<file path="config.mk">
export PLATFORM = sky130hd
export DESIGN_NAME = mem_bank_reader_flat
export DESIGN_NICKNAME = d
export VERILOG_FILES = /design/src/rtl/mem_bank_reader_if.sv /design/src/rtl/mem_bank_reader.sv /design/src/flat_wrapper.sv
export SDC_FILE = /design/constraint.sdc
export NUM_CORES = 1
export LEC_CHECK = 0
export BUFFER_PORTS_ARGS = -buffer_cell sky130_fd_sc_hd__clkbuf_2
export CAP_MARGIN = 20
export CORE_MARGIN = 10
export CORE_UTILIZATION = 25
export DETAILED_ROUTE_END_ITERATION = 8
export PLACE_DENSITY = 0.51
export SLEW_MARGIN = 20
export SYNTH_ARGS = -nofsm -noshare
export SYNTH_HDL_FRONTEND = slang
export SYNTH_SLANG_ARGS = --single-unit
</file>
<file path="constraint.sdc">
create_clock -name clk -period 4.2 [get_ports clk]
set_clock_uncertainty 0.2 [all_clocks]
set_input_delay 0.63 -clock clk [delete_from_list [all_inputs] [get_ports clk]]
set_output_delay 0.63 -clock clk [all_outputs]
set_load 0.05 [all_outputs]
</file>
<file path="src/rtl/mem_bank_reader_if.sv">
// mem_bank_reader_if
//   Groups the bank input, the scan control and the entry output stream of
//   mem_bank_reader.
//   master : the reader itself (samples bank and control, drives the stream)
//   slave  : the bank/host side (drives bank and control, consumes the stream)
//   Signals:
//     mem_flat   ROWS*COLS*DW  flattened bank, entry (i,j) at [(i*COLS+j)*DW +: DW]
//     start      scan request (honoured in IDLE only)
//     abort      synchronous scan cancel
//     dout_ready downstream accept
//     dout, dout_valid, dout_row, dout_col, dout_last  entry stream
//     busy       scan in progress
//     done       one-cycle pulse after the last beat is accepted
interface mem_bank_reader_if #(
  parameter int ROWS = 4,
  parameter int COLS = 3,
  parameter int DW   = 8,
  parameter int RW   = (ROWS > 1) ? $clog2(ROWS) : 1,
  parameter int CW   = (COLS > 1) ? $clog2(COLS) : 1
);
  logic [ROWS*COLS*DW-1:0] mem_flat;
  logic                    start;
  logic                    abort;
  logic                    dout_ready;
  logic [DW-1:0]           dout;
  logic                    dout_valid;
  logic [RW-1:0]           dout_row;
  logic [CW-1:0]           dout_col;
  logic                    dout_last;
  logic                    busy;
  logic                    done;

  modport master (
    input  mem_flat, start, abort, dout_ready,
    output dout, dout_valid, dout_row, dout_col, dout_last, busy, done
  );

  modport slave (
    output mem_flat, start, abort, dout_ready,
    input  dout, dout_valid, dout_row, dout_col, dout_last, busy, done
  );
endinterface

</file>
<file path="src/rtl/mem_bank_reader.sv">
// mem_bank_reader
//   Scans a ROWS x COLS register bank in row-major order (row outer, column
//   inner) and presents each entry on a valid/ready stream tagged with its
//   row/column and a last flag. All outputs are registered.
//   Ports:
//     clk    rising-edge clock
//     rst_n  asynchronous active-low reset
//     bus    mem_bank_reader_if.master (bank in, control in, stream out)
//   Build option:
//     MEM_BANK_READER_SNAPSHOT_EN  defined: the bank is captured on the start
//       edge and every beat comes from that copy. Undefined: each beat samples
//       the live bank on the edge that loads it.
module mem_bank_reader #(
  parameter int ROWS = 4,
  parameter int COLS = 3,
  parameter int DW   = 8,
  parameter int RW   = (ROWS > 1) ? $clog2(ROWS) : 1,
  parameter int CW   = (COLS > 1) ? $clog2(COLS) : 1
) (
  input  logic                clk,
  input  logic                rst_n,
  mem_bank_reader_if.master   bus
);

  localparam int NBITS = ROWS * COLS * DW;

  typedef enum logic {
    IDLE = 1'b0,
    SCAN = 1'b1
  } state_t;

  state_t           r_state;
  logic [RW-1:0]    r_row;
  logic [CW-1:0]    r_col;
  logic [DW-1:0]    r_dout;
  logic             r_valid;
  logic             r_last;
  logic             r_busy;
  logic             r_done;

  logic [NBITS-1:0] w_src;
  logic [RW-1:0]    w_nrow;
  logic [CW-1:0]    w_ncol;
  logic             w_nlast;
  logic [31:0]      w_nidx;

  function automatic logic [DW-1:0] entry_at(input logic [NBITS-1:0] src,
                                             input logic [31:0]      idx);
    return src[idx*DW +: DW];
  endfunction

`ifdef MEM_BANK_READER_SNAPSHOT_EN
  logic [NBITS-1:0] r_snap;

  // The first beat loads on the same edge that captures the snapshot, so in
  // IDLE it must come straight from the bank.
  always_comb begin
    w_src = r_snap;
    if (r_state == IDLE) w_src = bus.mem_flat;
  end

  always_ff @(posedge clk or negedge rst_n) begin
    if (!rst_n) begin
      r_snap <= '0;
    end else if (r_state == IDLE && bus.start && !bus.abort) begin
      r_snap <= bus.mem_flat;
    end
  end
`else
  always_comb begin
    w_src = bus.mem_flat;
  end
`endif

  // Position of the beat that follows the one currently presented.
  always_comb begin
    w_ncol = r_col + CW'(1);
    w_nrow = r_row;
    if (r_col == CW'(COLS - 1)) begin
      w_ncol = '0;
      w_nrow = r_row + RW'(1);
    end
    w_nlast = (w_nrow == RW'(ROWS - 1)) && (w_ncol == CW'(COLS - 1));
    w_nidx  = 32'(w_nrow) * COLS + 32'(w_ncol);
  end

  always_ff @(posedge clk or negedge rst_n) begin
    if (!rst_n) begin
      r_state <= IDLE;
      r_row   <= '0;
      r_col   <= '0;
      r_dout  <= '0;
      r_valid <= 1'b0;
      r_last  <= 1'b0;
      r_busy  <= 1'b0;
      r_done  <= 1'b0;
    end else begin
      r_done <= 1'b0;
      case (r_state)
        IDLE: begin
          if (bus.start && !bus.abort) begin
            r_state <= SCAN;
            r_busy  <= 1'b1;
            r_row   <= '0;
            r_col   <= '0;
            r_dout  <= entry_at(w_src, 32'd0);
            r_valid <= 1'b1;
            r_last  <= (ROWS * COLS == 1);
          end
        end
        SCAN: begin
          // abort wins over a handshake in the same cycle
          if (bus.abort) begin
            r_state <= IDLE;
            r_busy  <= 1'b0;
            r_valid <= 1'b0;
            r_last  <= 1'b0;
          end else if (r_valid && bus.dout_ready) begin
            if (r_last) begin
              r_state <= IDLE;
              r_busy  <= 1'b0;
              r_valid <= 1'b0;
              r_last  <= 1'b0;
              r_done  <= 1'b1;
            end else begin
              r_row   <= w_nrow;
              r_col   <= w_ncol;
              r_dout  <= entry_at(w_src, w_nidx);
              r_last  <= w_nlast;
            end
          end
        end
        default: begin
          r_state <= IDLE;
          r_busy  <= 1'b0;
          r_valid <= 1'b0;
        end
      endcase
    end
  end

  assign bus.dout       = r_dout;
  assign bus.dout_valid = r_valid;
  assign bus.dout_row   = r_row;
  assign bus.dout_col   = r_col;
  assign bus.dout_last  = r_last;
  assign bus.busy       = r_busy;
  assign bus.done       = r_done;

endmodule

</file>
<file path="src/flat_wrapper.sv">
// flat-port wrapper written by rule: the top's interface ports become plain ports
module mem_bank_reader_flat 
#(
  parameter int ROWS = 4,
  parameter int COLS = 3,
  parameter int DW   = 8,
  parameter int RW   = (ROWS > 1) ? $clog2(ROWS) : 1,
  parameter int CW   = (COLS > 1) ? $clog2(COLS) : 1
)
  (clk, rst_n, bus_mem_flat, bus_start, bus_abort, bus_dout_ready, bus_dout, bus_dout_valid, bus_dout_row, bus_dout_col, bus_dout_last, bus_busy, bus_done);
  mem_bank_reader_if #(.ROWS(ROWS), .COLS(COLS), .DW(DW), .RW(RW), .CW(CW)) bus_i ();
  input  logic clk;
  input  logic rst_n;
  input wire logic [$bits(bus_i.mem_flat)-1:0] bus_mem_flat;
  input wire logic [$bits(bus_i.start)-1:0] bus_start;
  input wire logic [$bits(bus_i.abort)-1:0] bus_abort;
  input wire logic [$bits(bus_i.dout_ready)-1:0] bus_dout_ready;
  output wire logic [$bits(bus_i.dout)-1:0] bus_dout;
  output wire logic [$bits(bus_i.dout_valid)-1:0] bus_dout_valid;
  output wire logic [$bits(bus_i.dout_row)-1:0] bus_dout_row;
  output wire logic [$bits(bus_i.dout_col)-1:0] bus_dout_col;
  output wire logic [$bits(bus_i.dout_last)-1:0] bus_dout_last;
  output wire logic [$bits(bus_i.busy)-1:0] bus_busy;
  output wire logic [$bits(bus_i.done)-1:0] bus_done;
  assign bus_i.mem_flat = bus_mem_flat;
  assign bus_i.start = bus_start;
  assign bus_i.abort = bus_abort;
  assign bus_i.dout_ready = bus_dout_ready;
  assign bus_dout = bus_i.dout;
  assign bus_dout_valid = bus_i.dout_valid;
  assign bus_dout_row = bus_i.dout_row;
  assign bus_dout_col = bus_i.dout_col;
  assign bus_dout_last = bus_i.dout_last;
  assign bus_busy = bus_i.busy;
  assign bus_done = bus_i.done;
  mem_bank_reader #(.ROWS(ROWS), .COLS(COLS), .DW(DW), .RW(RW), .CW(CW)) u_core (.clk(clk), .rst_n(rst_n), .bus(bus_i));
endmodule
</file>
# Yosys cells after proc, flatten, opt, wreduce, memory -nomap -nowiden
# Cells that the tools add are included.
# classes
shift,1
multipliers,1
n_eq_ne,9
mux,35
add_sub_neg,3
n_bitwise,1
n_reduce_logical,7
# ops
op,count
indexed part select 96 x 33 -> 8 bit,1
2-to-1 mux 8 bit,4
2-to-1 mux 2 bit,9
2-to-1 mux 1 bit,16
one-hot mux 8 bit (2 select lines),1
one-hot mux 2 bit (2 select lines),2
== test 2 bit (second input constant),3
inequality test 2 bit (second input constant),3
inequality test 3 bit (second input constant),2
one-hot mux 1 bit (2 select lines),3
adder 4 x 2 -> 5 bit,1
adder 2 x 1 -> 2 bit (second input constant),2
multiplier 2 x 2 -> 4 bit (second input constant),1
AND reduction 4 bit,1
logical AND 1 bit,3
AND reduction 3 bit,1
inequality test 2 x 1 -> 1 bit (second input constant),1
AND reduction 2 bit,1
zero test 1 bit,1
inverter 1 bit,1
# word_totals
out_inout_bits,16
reg_bits,16
word_cells,64

# Logic depth before layout (Yosys ltp)
# Gate-level depths: netlist of the first run.
# logic_depth
depth_word,9
mapped_depth,14
mapped_depth_nobuf,12

# Worst setup path after synthesis of the first run
# Ideal clock, no wire load.
# synth_path
kind,reg2reg
startpoint,register u_core.r_col[1] (netlist: u_core.bus.dout_col[1])
endpoint,register u_core.r_dout[5] (netlist: u_core.bus.dout[5])
arrival_time_ns,3.438
path_stages_with_launch,15
slack_ns,0.489
required_time_ns,3.927
synth_period_minus_slack_ns,3.711
path_buffers,2
path_cell_list,dfrtp_1 -> nor2b_1 -> nand2_1 -> xnor2_1 -> fa_1 -> inv_1 -> ha_1 -> inv_1 -> fa_1 -> buf_6 -> or3b_1 -> buf_6 -> o22ai_1 -> nor2_1 -> a21oi_2
# synth_via
elab_chain_len,9
# synth_lines
item,line,text
start: declaration,mem_bank_reader.sv:34,logic [CW-1:0] r_col;
start signal: assignment,mem_bank_reader.sv:127,r_col <= w_ncol;
== test 2 bit,mem_bank_reader.sv:79,if (r_col == CW'(COLS - 1)) begin
2-to-1 mux 2 bit,mem_bank_reader.sv:79,
multiplier 2 x 2 -> 4 bit,mem_bank_reader.sv:84,w_nidx = 32'(w_nrow) * COLS + 32'(w_ncol);
adder 4 x 2 -> 5 bit *,mem_bank_reader.sv:84,
indexed part select 96 x 33 -> 8 bit *,mem_bank_reader.sv:49,return src[idx*DW +: DW];
2-to-1 mux 8 bit *,mem_bank_reader.sv:119,if (r_last) begin
2-to-1 mux 8 bit *,mem_bank_reader.sv:118,end else if (r_valid && bus.dout_ready) begin
2-to-1 mux 8 bit *,mem_bank_reader.sv:113,if (bus.abort) begin
one-hot mux 8 bit (2 select lines) *,mem_bank_reader.sv:99,case (r_state)
end signal: assignment,mem_bank_reader.sv:106,"r_dout <= entry_at(w_src, 32'd0);"
end signal: assignment,mem_bank_reader.sv:128,"r_dout <= entry_at(w_src, w_nidx);"
end: declaration,mem_bank_reader.sv:35,logic [DW-1:0] r_dout;
# Mark *: on every way between the ends. The rest lies on a longest branch, timed or not. The select of a mux whose other input is x is not followed.
# A chain may end at the register's enable or synchronous reset.

# Worst setup path after layout of the first run
# layout_path
startpoint,register u_core.r_col[1] (netlist: u_core.bus.dout_col[1])
endpoint,register u_core.r_dout[3] (netlist: u_core.bus.dout[3])
# Same word-level chain as after synthesis.

==> results of run 1 <==
## cell usage after synthesis
master	count	area share, %
o32ai_1	1	0.53
nand2_1	4	0.92
buf_4	2	0.92
a221oi_1	8	4.3
ha_1	3	2.3
mux4_2	8	11
o21ai_1	8	2.4
mux2i_1	32	20
or3b_1	1	0.53
nor2b_1	4	1.5
buf_6	5	3.4
a21oi_1	11	3.4
buf_12	1	1.2
fa_1	2	2.4
nand4b_1	1	0.53
a22oi_1	1	0.46
nand3b_1	1	0.46
o22ai_1	17	6.5
dfrtp_1	16	24
nor2_1	11	2.5
or3_1	1	0.38
buf_2	5	1.5
inv_1	10	2.3
and2_4	1	0.53
o22ai_2	1	0.76
a21oi_2	1	0.53
buf_1	1	0.23
nand3_1	1	0.31
nand3b_2	1	0.69
o21ai_0	1	0.31
xnor2_1	2	1.1
nand2b_1	4	1.5
nor4b_1	1	0.53
## where the power goes
part / internal, uW / leakage [uW] / switching, uW
registers: 193 / 0.000192 / 32.0
logic: 494 / 0.00102 / 647
clock network: 83.3 / 0.0000288 / 58.1
total: 770 / 0.00124 / 737
## area by class of cell
type | instances | share of cell area, %
clock buffer | 4 | 2.422
inverter | 10 | 1.651
tap | 77 | 4.238
multi-input combinational | 127 | 47.55
sequential | 16 | 17.61
timing repair buffer | 119 | 26.53
## logic make-up after synthesis
logic type | after synthesis
compound gates | 49
xor+xnor | 2
fa+ha+maj | 5
buf+inv | 24
flops | 16
mux | 40
simple gates | 31
## registers in the layout, summed over array words and instances, names as in the netlist
register / flops
u_core.bus.done: 1
u_core.bus.dout: 8
u_core.bus.dout_valid: 1
u_core.bus.dout_col: 2
u_core.bus.dout_row: 2
u_core.bus.dout_last: 1
u_core.r_state: 1
## worst paths after layout
kind / from / endpoint / cells past startpoint
max reg2reg: u_core.bus.dout_col[1]$_DFFE_PN0P_ / u_core.bus.dout[3]$_DFFE_PN0P_ / 13
min in group clk: u_core.bus.dout[5]$_DFFE_PN0P_ / u_core.bus.dout[5]$_DFFE_PN0P_ / 2
max: u_core.bus.dout_col[1]$_DFFE_PN0P_ / u_core.bus.dout[3]$_DFFE_PN0P_ / 13
min: rst_n / u_core.bus.dout_valid$_DFFE_PN0P_ / 1
min reg2reg: u_core.bus.dout[5]$_DFFE_PN0P_ / u_core.bus.dout[5]$_DFFE_PN0P_ / 2
max in group asynchronous: rst_n / u_core.bus.dout[3]$_DFFE_PN0P_ / 1
## metal layers
metal,share of wire [%],wire length (um),GRT usage (%),up-vias
met1,42,2723,14.49,815
met5,0,0,0,-
met3,9.6,615,4.938,2
met2,48,3089,19.56,74
li1,-,-,-,855
met4,0.093,6,0.6431,0
## through the flow
stage	std cells	total power [uW]	hold WS, ns	util (%)
after CTS	353	1531	0.1084	35.80
after global routing	353	1637	0.1388	35.80
after detailed placement	349	1388	0.3524	34.94
after floorplan	167	1218	0.1344	-
final	353	1507	0.1013	35.80
after global placement	349	1376	0.3461	34.94
## cells in the final DEF, fill, tap and decap left out, drive strengths merged
cell type  synthesis  layout
fa                 2       2
nand3b             2       2
nand2b             4       4
nor2              11      11
or3                1       1
inv               10      10
xnor2              2       2
ha                 3       3
nand3              1       1
nand4b             1       1
and2               1       1
o32ai              1       1
a22oi              1       1
nor2b              4       4
mux2i             32      32
dfrtp             16      16
clkbuf             0     120
mux4               8       8
buf               14       3
o21ai              9       9
a21oi             12      12
nor4b              1       1
or3b               1       1
nand2              4       4
o22ai             18      18
a221oi             8       8
## worst max-delay path: stages, from the launching register on
cell	delay, ns
dfrtp_1	0.39
nor2b_1	0.21
nand2_1	0.09
xnor2_1	0.41
fa_1	0.49
inv_1	0.07
ha_1	0.13
inv_1	0.04
fa_1	0.51
buf_4	0.25
mux2i_1	0.11
a221oi_1	0.36
o21ai_1	0.13
a21oi_1	0.17
==> results.md, run 1 <==
- The run finished with clean final reports.
- The ratio of cells with drive above 1 in the final layout is about half.
- The finished cells cover ~2300 um^2.
- The post-synthesis share of cell area spent on full adders, half adders and majority gates is 4.733%.
- The number of hold-slack violations in the final timing report is 0.
- The number of levels the H-tree was split into is 1.
- The TritonCTS buffer count is 3.
- The sum of negative setup slack is 0 ns.
- The TritonCTS clock tree is built.
- The max-slew violation total from the final report is 0.
- The transition at the pin with the smallest max-transition slack is roughly 1.1 ns.
- The type of the worst setup path is register to register.
- Yosys printed 0 warnings.
- The starting utilization of the core area is approximately a quarter.
- The area growth from synthesis to final layout is 38.70%.
- In this run, the number of DRC markers left after iteration 0 of detailed routing was 57.
- Setup repair after global routing left no endpoint under its margin.
- After synthesis, the largest family of logic cells by area is multiplexers.
- Setup violations remaining at the end of the flow were counted as 0.
- At the end of routability-driven placement, the weighted congestion stood at between 0.8 and 0.9.
- Summing all multi-input logic gate instances after layout gives 1081 um^2.
- The synthesized netlist devotes 1.069% of its cell area to XOR and XNOR gates.
- Max-cap violations in this run came to 0.
- The power density of the placed cells is 663.0 nW/um^2.
- The final worst slack is about 0.56 ns.
- After synthesis the cells add up to between 1500 and 2000 um^2.
- The number of global-route vias before repair is 1905.
- The die is 101.0 um tall.
- The data arrival time of the critical path is between 3 and 4 ns.
- The number of post-CTS setup repair buffers is 0.
- The share of the clock period used by the worst path after layout is between 80% and 90%.
- The final global-route overflow total is 0.
- Averaged over all synthesized cells, the footprint is ~9.8 um^2.
- The class of the most critical hold timing path is input port to async pin.
- The post-detailed-route count of antenna-violating nets is 0.
- The post-synthesis compound-gate area fraction is between 10% and 20%.
- After filler insertion, the fill cell instance count of the layout stands at a little under 700.
- The top fanout value on the critical path is 12.
- Summing the areas of all and, or, nand and nor instances in the mapped netlist gives a little over a tenth of the synthesized area.
- In the routed design, unresolved DRC markers number 0.
- STA classifies the critical path startpoint as a register.
- Measured against its own limit, the worst slew margin works out to between 20% and 30%.
- The sequential cells in the finished layout cover a total of approximately 400 um^2.
- Clock-pin slew was measured on the worst setup and hold paths at 0.07 ns.
- Measured against the total synthesized area, the mux share comes to approximately 31%.
- The fmax is approximately 270 MHz.
- The clock net in this run drives a total of 16 sinks.
- Counting every instance in the synthesized netlist gives between 150 and 200.
- The count of buffers added on input and output ports is about 120.
- The fraction of the yosys area taken by sequential cells is about 24%.
- The iteration count of the initial detailed-routing pass is 4.
- 0 antenna diodes ended up in the layout.
- The routed length per instance is roughly 18 um.
- The total length of routed wires is about 6.4 mm.
- The number of buffers between clock root and the deepest sink is 2.
- At the end of the flow, the number of nets in the layout was between 300 and 400.
- After clock tree synthesis, the repair step resized 0 gates.
- Across the VDD grid, the largest voltage drop is between 0.3 and 0.4 mV.
- Using the TritonRoute via totals, the vias-per-cell ratio works out to about 5.
- Summed over all cells, the static leakage comes to about 0.0012 uW.
- Subtracting the final worst setup slack from the clock period gives roughly 3.6 ns.
- Global routing used about an eighth of the available tracks across all layers.
- The required time of the worst setup path is 4.18 ns.
- The placement row count is 29.
- Entering global routing, the biggest net connects 18 pins.
- The number of antenna violations at the first check in global routing was 0.
- The flop-to-flop setup slack is ~0.56 ns.
- The total half-perimeter wirelength after legalization and detailed placement is between 5 and 6 mm.
- The nature of the critical path endpoint is a register.
- The overall die width is between 100 and 150 um.
- The setup slack at placement is 0.5497 ns.
- After detailed placement, the total cell area comes to about 2200 um^2.
- The I/O pin count is about 120.
- The area inside the core boundary is roughly 6300 um^2.
- The total die area is 10190 um^2.
- Counting every net in the synthesized netlist gives 273.
- The number of different library cells used by synthesis comes to 33.
- The first global-routing pass estimated just under 10 mm of wire.
- The source-to-sink clock delay at the later pin of the worst-skew pair is between 0.2 and 0.3 ns.
- The number of hold buffers added after CTS is 0.
- The number of synthesized register bits is 16.
- The total via count after detailed routing is around 1700.
- The root buffer cell is clkbuf_8.
No activity file was read; power rests on OpenSTA's default activity.
==> run 2, diff against run 1 <==
--- a/config.mk
+++ b/config.mk
@@ -10,7 +10,7 @@
 export CORE_MARGIN = 10
 export CORE_UTILIZATION = 25
 export DETAILED_ROUTE_END_ITERATION = 8
-export PLACE_DENSITY = 0.51
+export PLACE_DENSITY_LB_ADDON = 0.2
 export SLEW_MARGIN = 20
 export SYNTH_ARGS = -nofsm -noshare
 export SYNTH_HDL_FRONTEND = slang
==> run 2 against run 1 <==
Combinational power barely moved. Largest cell class unchanged. Global-route usage is 0.49 points higher. Clock-buffer cell count unchanged. Final cell count is the same. Sequential share of layout area did not move. Setup slack better by 0.028 ns. Utilization unchanged. Final area unchanged.
==> results.md, run 2 (synthesized netlist as in run 1, its figures left out) <==
- The run finished with clean final reports.
- The fmax is between 200 and 300 MHz.
- Setup repair after global routing left no endpoint under its margin.
- Once the clock tree was built, the setup fixing pass inserted 0 buffers.
- The final weighted congestion in routability-driven placement is 0.7360.
- The tightest min-delay check is of the input port to async pin type.
- The worst path in the final design needs a cycle of between 3 and 4 ns, including I/O delays and setup.
- Global routing consumed, over all layers together, 12.26% of the routing resources.
- The met2 routed wirelength is roughly 3.2 mm.
- The leakage power figure is roughly 0.0012 uW.
- The critical path in this run is classified as register to register.
- The number of global-route vias before repair is 1976.
- The area growth from synthesis to final layout is 38.70%.
- The max-slew violation total from the final report is 0.
- The final-layout fill cell count is 674.
- Detailed routing inserted a total of 1751 vias.
- The clock passes through at most 2 buffers.
- The area inside the core boundary is about 6300 um^2.
- Summed over all nets, wire length on met3 after detailed routing comes to ~790 um.
- The nature of the critical path endpoint is a register.
- The number of gates resized after cts is 0.
- VDD sags by at most around 0.31 mV.
- The clock sink total is 16.
- Cells with a size suffix above 1 make up 48.91% of the layout.
- The starting utilization of the core area is between 20% and 30%.
- The first detailed-routing pass ran for 4 iterations.
- The number of buffers added on ports is about 120.
- The routed length on met1 is about 2.6 mm.
- The TritonCTS buffer count is 3.
- At the worst endpoint, the required time is between 4 and 5 ns.
- The completed layout was analyzed and its total power is around 1500 uW.
- The data arrival time of the critical path is roughly 3.6 ns.
- The first global-routing pass estimated around 10 mm of wire.
- Entering global routing, the biggest net connects 17 pins.
- Summed over all layers, the global routing overflow is 0.
- The number of hold-slack violations in the final timing report is 0.
- The transition at the pin with the smallest max-transition slack is roughly 1.1 ns.
- The number of diodes is 0.
- The clock-pin slew reported for the worst setup and hold paths after clock tree synthesis is approximately 0.07 ns.
- The sum of negative setup slack is 0 ns.
- The top fanout value on the critical path is 13.
- The most common cell after layout, fill and taps aside is clkbuf_2.
- For this design the ratio of total power to cell area is 669.0 nW/um^2.
- The die is slightly above 100 um tall.
- The total die area is 10190 um^2.
- For this design the top-level I/O count stands at 117.
- In this run the number of H-tree levels came out at 1.
- After layout, the worst path uses between 80 and 90% of the clock period.
- For this run, design rule violations remaining after detail routing come to 0.
- The root buffer cell is clkbuf_8.
- The number of antenna violations at the first check in global routing is 0.
- Leaving out fill and tap cells, the most frequent cells in the layout are 116 x clkbuf_2, 32 x mux2i_1, 17 x o22ai_1, 16 x dfrtp_1.
- The first routing iteration left 79 violations.
- The register with the most flip-flops in the layout has 8 of them.
- The placement row count is 29.
- The TritonCTS clock tree is built.
- The overall die width is 101.0 um.
- Across the run, the number of max-cap violations was 0.
- Measured against its own limit, the worst slew margin works out to about 24%.
- In this run the remaining antenna-violating nets after routing total 0.
- The highest layer touched by signal routing is met4.
- Dividing the detail-routed via count by the number of cells gives ~5.
- Setup violations remaining at the end of the flow were counted as 0.
- At the later pin of the worst-skew pair, clock insertion delay measures roughly 0.25 ns.
- The number of nets in the layout is approximately 380.
- Buffers inserted to repair hold after CTS numbered 0.
- The HPWL after detailed placement is 5.616 mm.
- Wires add up to 6.575 mm.
- After detailed routing, the average wire length per cell comes to about 19 um.
- The worst setup path is launched from a register.
[run 2: power breakdown]
group          total [uW]  switching [uW]  leakage, uW  internal [uW]
logic                1160             661      0.00102            495
clock network         143            59.8    0.0000288           83.3
registers             222            29.7     0.000192            193
total                1520             750      0.00124            771
[run 2: worst paths after layout]
kind                                               startpoint                                  to  slack (ns)  cells past startpoint
max                        u_core.bus.dout_col[0]$_DFFE_PN0P_      u_core.bus.dout[0]$_DFFE_PN0P_        0.58                     13
min                                                     rst_n  u_core.bus.dout_col[0]$_DFFE_PN0P_        0.12                      1
max reg2reg                u_core.bus.dout_col[0]$_DFFE_PN0P_      u_core.bus.dout[0]$_DFFE_PN0P_        0.58                     13
min reg2reg                    u_core.bus.dout[4]$_DFFE_PN0P_      u_core.bus.dout[4]$_DFFE_PN0P_        0.38                      2
max in group asynchronous                               rst_n      u_core.bus.dout[2]$_DFFE_PN0P_        3.36                      1
min in group clk                                    bus_abort            u_core.r_state$_DFF_PN0_        0.37                      2
[run 2: critical path, stage by stage (launching register included)]
cell	delay, ns
dfrtp_1	0.42
nor2b_1	0.19
nand2_1	0.09
xnor2_1	0.40
fa_1	0.49
inv_1	0.06
ha_1	0.13
inv_1	0.04
fa_1	0.51
buf_4	0.25
mux2i_1	0.10
a221oi_1	0.34
o21ai_1	0.14
a21oi_1	0.16
[run 2: final cells by class]
type,instances,area [um^2],area share [%]
multi-input combinational,127,1081,47.55
timing repair buffer,119,603.1,26.53
sequential,16,400.4,17.61
tap,77,96.34,4.238
clock buffer,4,55.05,2.422
inverter,10,37.54,1.651
[run 2: through the flow]
step / util, % / area (um^2) / setup slack [ns] / instances / hold WS [ns]
4_1_cts: 35.80 / 2273 / 0.5333 / 353 / 0.1194
5_1_grt: 35.80 / 2273 / 0.1805 / 353 / 0.1358
6_report: 35.80 / 2273 / 0.5838 / 353 / 0.1161
3_3_place_gp: 34.94 / 2218 / 0.6053 / 349 / 0.3603
2_1_floorplan: - / 1639 / 0.4889 / 167 / 0.1344
3_5_place_dp: 34.94 / 2218 / 0.5364 / 349 / 0.3470
[run 2: layer usage]
metal | up-vias | global-route usage (%)
li1 | 858 | -
met1 | 824 | 13.32
met2 | 67 | 21.57
met3 | 2 | 5.487
met4 | 0 | 2.251
met5 | - | 0
